File: config.mk
export PLATFORM = sky130hd
export DESIGN_NAME = stage_ex_muldiv
export DESIGN_NICKNAME = d
export VERILOG_FILES = /design/src/rtl/stage_ex_muldiv.sv
export SDC_FILE = /design/constraint.sdc
export NUM_CORES = 2
export LEC_CHECK = 0
export ABC_AREA = 1
export CAP_MARGIN = 20
export CORE_MARGIN = 2
export CORE_UTILIZATION = 64
export CTS_CLUSTER_SIZE = 25
export DETAILED_ROUTE_END_ITERATION = 6
export PLACE_DENSITY = 0.82
export SLEW_MARGIN = 25
export SYNTH_ARGS = -nofsm -noshare
export SYNTH_HDL_FRONTEND = slang
export SYNTH_SLANG_ARGS = --single-unit
File: constraint.sdc
create_clock -name clock -period 6.9 [get_ports clock]
set_clock_uncertainty 0.1 [all_clocks]
set_input_delay 1.38 -clock clock [delete_from_list [all_inputs] [get_ports clock]]
set_output_delay 1.38 -clock clock [all_outputs]
set_load 0.005 [all_outputs]
File: src/rtl/stage_ex_muldiv.sv
// stage_ex_muldiv: execute stage for logic ops, HI/LO moves, multiply and
// multi-cycle restoring divide.
//
// Ports:
//   clock, reset            sole clock; asynchronous active-high reset
//   annul                   flush; cancels an in-progress divide and any HI/LO write
//   operator, category      operation code and result category (001 logic, 011 move)
//   operand_a, operand_b    source operands (operand_b is the divisor)
//   register_write_enable_, register_write_address_   write control from decode
//   register_write_enable, register_write_address     write control to memory stage
//   register_write_data     write-back value
//   stall_request           upstream must hold operator/operands
//   hi, lo                  current HI/LO contents
module stage_ex_muldiv #(
  parameter int unsigned WIDTH       = 32,
  parameter int unsigned COUNT_WIDTH = 6
) (
  input  logic             clock,
  input  logic             reset,
  input  logic             annul,
  input  logic [7:0]       operator,
  input  logic [2:0]       category,
  input  logic [WIDTH-1:0] operand_a,
  input  logic [WIDTH-1:0] operand_b,
  input  logic             register_write_enable_,
  input  logic [4:0]       register_write_address_,
  output logic             register_write_enable,
  output logic [4:0]       register_write_address,
  output logic [WIDTH-1:0] register_write_data,
  output logic             stall_request,
  output logic [WIDTH-1:0] hi,
  output logic [WIDTH-1:0] lo
);

  localparam logic [7:0] OpAnd   = 8'h24;
  localparam logic [7:0] OpOr    = 8'h25;
  localparam logic [7:0] OpXor   = 8'h26;
  localparam logic [7:0] OpNor   = 8'h27;
  localparam logic [7:0] OpMfhi  = 8'h10;
  localparam logic [7:0] OpMthi  = 8'h11;
  localparam logic [7:0] OpMflo  = 8'h12;
  localparam logic [7:0] OpMtlo  = 8'h13;
  localparam logic [7:0] OpMult  = 8'h18;
  localparam logic [7:0] OpMultu = 8'h19;
  localparam logic [7:0] OpDiv   = 8'h1A;
  localparam logic [7:0] OpDivu  = 8'h1B;

  localparam logic [2:0] CatLogic = 3'b001;
  localparam logic [2:0] CatMove  = 3'b011;

  localparam logic [COUNT_WIDTH-1:0] LastCount = COUNT_WIDTH'(WIDTH - 1);

  typedef enum logic [1:0] {StIdle, StBusy, StDone} state_e;

  state_e                 state_q, state_d;
  logic [COUNT_WIDTH-1:0] cnt_q, cnt_d;
  logic [WIDTH-1:0]       hi_q, hi_d, lo_q, lo_d;
  logic [WIDTH-1:0]       quo_q, quo_d;   // dividend shifts out, quotient shifts in
  logic [WIDTH-1:0]       rem_q, rem_d;
  logic [WIDTH-1:0]       divisor_q, divisor_d;
  logic                   quo_neg_q, quo_neg_d, rem_neg_q, rem_neg_d;

  logic [WIDTH-1:0]   logic_res, move_res;
  logic [2*WIDTH-1:0] a_ext, b_ext, product;
  logic               is_signed_div, div_start;
  logic [WIDTH-1:0]   mag_a, mag_b;
  logic [WIDTH:0]     trial;
  logic [WIDTH-1:0]   quo_final, rem_final;

  assign register_write_enable  = register_write_enable_;
  assign register_write_address = register_write_address_;
  assign hi = hi_q;
  assign lo = lo_q;

  // Combinational results
  always_comb begin
    logic_res = '0;
    case (operator)
      OpAnd:   logic_res = operand_a & operand_b;
      OpOr:    logic_res = operand_a | operand_b;
      OpXor:   logic_res = operand_a ^ operand_b;
      OpNor:   logic_res = ~(operand_a | operand_b);
      default: logic_res = '0;
    endcase
    move_res = '0;
    case (operator)
      OpMfhi:  move_res = hi_q;
      OpMflo:  move_res = lo_q;
      default: move_res = '0;
    endcase
    register_write_data = '0;
    if (!reset) begin
      case (category)
        CatLogic: register_write_data = logic_res;
        CatMove:  register_write_data = move_res;
        default:  register_write_data = '0;
      endcase
    end
  end

  // Multiply: sign- or zero-extend to 2*WIDTH so the low 2*WIDTH product bits are exact.
  always_comb begin
    if (operator == OpMult) begin
      a_ext = {{WIDTH{operand_a[WIDTH-1]}}, operand_a};
      b_ext = {{WIDTH{operand_b[WIDTH-1]}}, operand_b};
    end else begin
      a_ext = {{WIDTH{1'b0}}, operand_a};
      b_ext = {{WIDTH{1'b0}}, operand_b};
    end
    product = a_ext * b_ext;
  end

  // Divide setup and one restoring step
  always_comb begin
    is_signed_div = (operator == OpDiv);
    div_start     = ((operator == OpDiv) || (operator == OpDivu)) && (operand_b != '0);
    mag_a = (is_signed_div && operand_a[WIDTH-1]) ? (~operand_a + WIDTH'(1)) : operand_a;
    mag_b = (is_signed_div && operand_b[WIDTH-1]) ? (~operand_b + WIDTH'(1)) : operand_b;
    // Top bit of trial set means the partial remainder was smaller than the divisor.
    trial = {rem_q, quo_q[WIDTH-1]} - {1'b0, divisor_q};
    quo_final = quo_neg_q ? (~quo_q + WIDTH'(1)) : quo_q;
    rem_final = rem_neg_q ? (~rem_q + WIDTH'(1)) : rem_q;
  end

  // FSM: state register
  always_ff @(posedge clock or posedge reset) begin
    if (reset) state_q <= StIdle;
    else       state_q <= state_d;
  end

  // FSM: next state
  always_comb begin
    state_d = state_q;
    if (annul) begin
      state_d = StIdle;
    end else begin
      unique case (state_q)
        StIdle:  if (div_start) state_d = StBusy;
        StBusy:  if (cnt_q == LastCount) state_d = StDone;
        StDone:  state_d = StIdle;
        default: state_d = StIdle;
      endcase
    end
  end

  // FSM: outputs
  always_comb begin
    stall_request = 1'b0;
    if (!reset && !annul) begin
      unique case (state_q)
        StIdle:  stall_request = div_start;
        StBusy:  stall_request = 1'b1;
        StDone:  stall_request = 1'b0;
        default: stall_request = 1'b0;
      endcase
    end
  end

  // Divider datapath and HI/LO next state
  always_comb begin
    cnt_d     = cnt_q;
    quo_d     = quo_q;
    rem_d     = rem_q;
    divisor_d = divisor_q;
    quo_neg_d = quo_neg_q;
    rem_neg_d = rem_neg_q;
    hi_d      = hi_q;
    lo_d      = lo_q;
    if (state_q == StIdle && div_start) begin
      quo_d     = mag_a;
      rem_d     = '0;
      divisor_d = mag_b;
      quo_neg_d = is_signed_div && (operand_a[WIDTH-1] ^ operand_b[WIDTH-1]);
      rem_neg_d = is_signed_div && operand_a[WIDTH-1];
      cnt_d     = '0;
    end else if (state_q == StBusy) begin
      if (!trial[WIDTH]) begin
        rem_d = trial[WIDTH-1:0];
        quo_d = {quo_q[WIDTH-2:0], 1'b1};
      end else begin
        rem_d = {rem_q[WIDTH-2:0], quo_q[WIDTH-1]};
        quo_d = {quo_q[WIDTH-2:0], 1'b0};
      end
      cnt_d = cnt_q + COUNT_WIDTH'(1);
    end
    if (!annul) begin
      if (state_q == StDone) begin
        hi_d = rem_final;
        lo_d = quo_final;
      end else if (state_q == StIdle) begin
        case (operator)
          OpMthi:          hi_d = operand_a;
          OpMtlo:          lo_d = operand_a;
          OpMult, OpMultu: begin
            hi_d = product[2*WIDTH-1:WIDTH];
            lo_d = product[WIDTH-1:0];
          end
          default: ;
        endcase
      end
    end
  end

  always_ff @(posedge clock or posedge reset) begin
    if (reset) begin
      cnt_q     <= '0;
      quo_q     <= '0;
      rem_q     <= '0;
      divisor_q <= '0;
      quo_neg_q <= 1'b0;
      rem_neg_q <= 1'b0;
      hi_q      <= '0;
      lo_q      <= '0;
    end else begin
      cnt_q     <= cnt_d;
      quo_q     <= quo_d;
      rem_q     <= rem_d;
      divisor_q <= divisor_d;
      quo_neg_q <= quo_neg_d;
      rem_neg_q <= rem_neg_d;
      hi_q      <= hi_d;
      lo_q      <= lo_d;
    end
  end

endmodule

==> flow_metrics.tcl <==
set metrics [dict create \
    finalHoldViolCount 0 \
    cts_max_path_buffers 2 \
    rows 116 \
    first_pass_iters 7 \
    gr-usage-all-layers_pct 56.2 \
    worstSkewPairLatency_ns 0.47 \
    worst_slew_pin_slew_ns 1.08 \
    max_cap_viol_count 0 \
    synth_fp_nets 10263 \
    start_util_pct 64.6 \
    synth-edff-count 0 \
    syn-cell-area_sq_um 64700 \
    yosys.area.top_type "fa_1" \
    fin_nets 11271 \
    layout_common_cells "inv_1, nand2_1, fa_1, buf_4, ha_1" \
    final.setup.worst_slack_ns -2.95 \
    cts_tree "done" \
    end_kind "flip-flop" \
    post-place-cells 10474 \
    crit_path_max_fanout 6 \
    layout-drive-gt1-share_pct 22.8 \
    grt_overflow 0 \
    max_freq_ghz 0.102 \
    critPathMaxStageDelay_ns 0.67 \
    ys_seq_area_share_pct 6.57 \
    drt-total-wl_um 302000 \
    cts_sinks 170 \
    synth.avg_cell_area_sq_um 7.75 \
    async_flop_share_pct 100 \
    grt_first_pass_wirelength_um 421000 \
    grt_max_degree 163 \
    cts.clk_slew.worst_paths_ns 0.07 \
    hold_buffers 0 \
    drtIter0Drc 9559 \
    critPathSlowestCell "fa_1" \
    die_w_um 322 \
    cp.required_ns 7.16 \
    synthDistinctLibCells 58 \
    antenna_found_initial 37 \
    grt_pass1_vias 69103 \
    rsz0062_at_grt "yes" \
    cpMostUsedCell "fa_1" \
    status "finished with violations" \
    crit_type "primary input to flip-flop" \
    io_pins 187 \
    fin_util_pct 81.6 \
    routabilityCongestion 1.14 \
    synth_ff_type "dfrtp_1" \
    netlist_instances 8350 \
    relSlewSlack_pct 27.9 \
    ys_top_cells_by_area "fa_1, inv_1, nand2_1" \
    ys_ff_latch 170 \
    yosysWarnings 0 \
    die_area_sq_um 104000 \
    violations "design-rule violations, negative setup slack" \
    multiInputGateArea_sq_um 53500 \
    wl_per_cell_um 28.2 \
    final_common_cell "inv_1" \
    htreeDepth 4 \
    drc_errors 63 \
    cts-root-buf "clkbuf_16" \
    viasPerCell 6.24 \
    dieHeight_um 322 \
    numCtsBuffers 17 \
    hpwl_um 224000 \
    drtAntennaViolNets 0 \
    worst_ep_arrival_time_ns 10.12 \
    area.growth.synth_to_final_pct 26.3 \
    core_area_sq_um 100000 \
    r2r_slack_ns 2.82 \
    instances_no_fill 10704 \
    setup_viol 56 \
    fill_cells 5974 \
    layout_min_cycle_time_ns 9.85 \
    min_period_over_period_pct 143 \
    vias 66756 \
    hp-class "flip-flop to flip-flop" \
    seqCellArea_sq_um 4250 \
    final_max_slew_viol_count 0 \
    synth_top_area_share_pct 43.9 \
    numPortBuffers 174 \
    worstSetupStartpointType "primary input" \
]
==> cell families after synthesis <==
group / after synthesis / share of synthesized area (%)
compound gates: 838 / 7.17
xor+xnor: 123 / 1.66
fa+ha+maj: 1829 / 51.8
buf+inv: 2794 / 16.4
flops: 170 / 6.57
simple gates: 2596 / 16.3
==> cells in the mapped netlist, types with 8 or more instances <==
library cell and n:
nor2_1 401, nand3b_1 17, nor4_1 11, inv_1 2417, buf_4 12, ha_1 409, a21oi_1 292, nor3_1 51
o22ai_1 67, o221ai_1 22, nand3_1 217, buf_2 29, clkbuf_1 258, xnor2_1 31, o21bai_1 8, o21ai_1 65
a22oi_1 27, buf_6 9, nand2_1 1796, a211oi_1 8, fa_1 1420, buf_1 59, a21o_1 11, or2_2 22
o21ai_0 283, o211ai_1 8, nand4_1 41, a31oi_1 16, dfrtp_1 170, xor2_1 92
==> final cells by class <==
type / instances / share of cell area (%)
Tap cell: 1298 / 1.99
Clock buffer: 17 / 0.521
Sequential cell: 170 / 5.21
Clock inverter: 15 / 0.210
Inverter: 2427 / 11.2
Timing Repair Buffer: 1356 / 15.3
Multi-Input combinational cell: 5386 / 65.4
Antenna cell: 35 / 0.107
==> repair_timing <==
item                                    CTS  global route
endpoints found under the setup margin   58            57
cloned                                   11             2
setup buffers                           117            45
pin swaps                               290           214
resized for setup                       772           269
==> metal layers <==
metal  vias to the layer above  wire [um]  track usage, %
met5                         -        313           0.615
met4                        20      39700            52.9
met3                      2611      49600            23.6
met2                      6417     122000            81.9
met1                     31394      89700            61.7
li1                      26314          -               -
==> state kept, by name, indices dropped and copies added (netlist names) <==
signal	cells
rem_neg_q	1
hi	32
cnt_q	6
quo_q	32
rem_q	32
divisor_q	32
quo_neg_q	1
state_q	2
lo	32
==> stage by stage <==
step                      worst slack, ns  setup TNS (ns)  hold WS, ns  cell area (sq um)
after floorplan                     -2.50          -90.09        0.353              67200
after global placement              -3.98         -177.45        0.373              76400
after detailed placement            -4.11         -183.48        0.379              76400
after CTS                           -2.66         -112.77        0.398              80500
after global routing                -3.15         -138.05        0.428              81700
final                               -2.95         -129.08        0.397              81700
==> critical path: cells and delay by family <==
kind / cells / cell delay, ns
fa+ha+maj: 11 / 5.72
simple gates: 13 / 1.29
buf+inv: 11 / 1.12
compound gates: 3 / 0.55
==> worst paths after layout <==
kind / start / end / depth (start not counted)
worst min-delay path: divisor_q[27]$_DFFE_PP0P_ / divisor_q[27]$_DFFE_PP0P_ / 2
worst min register to register: divisor_q[27]$_DFFE_PP0P_ / divisor_q[27]$_DFFE_PP0P_ / 2
max in group asynchronous: reset / lo[15]$_DFFE_PP0P_ / 4
worst max register to register: state_q[1]$_DFFE_PP0P_ / hi[14]$_DFFE_PP0P_ / 13
worst max-delay path: operator[2] / hi[24]$_DFFE_PP0P_ / 38
min in group asynchronous: reset / divisor_q[6]$_DFFE_PP0P_ / 3
Power is not shown: default switching activity piles up to over one toggle a cycle in this logic, so the estimate is an artifact.
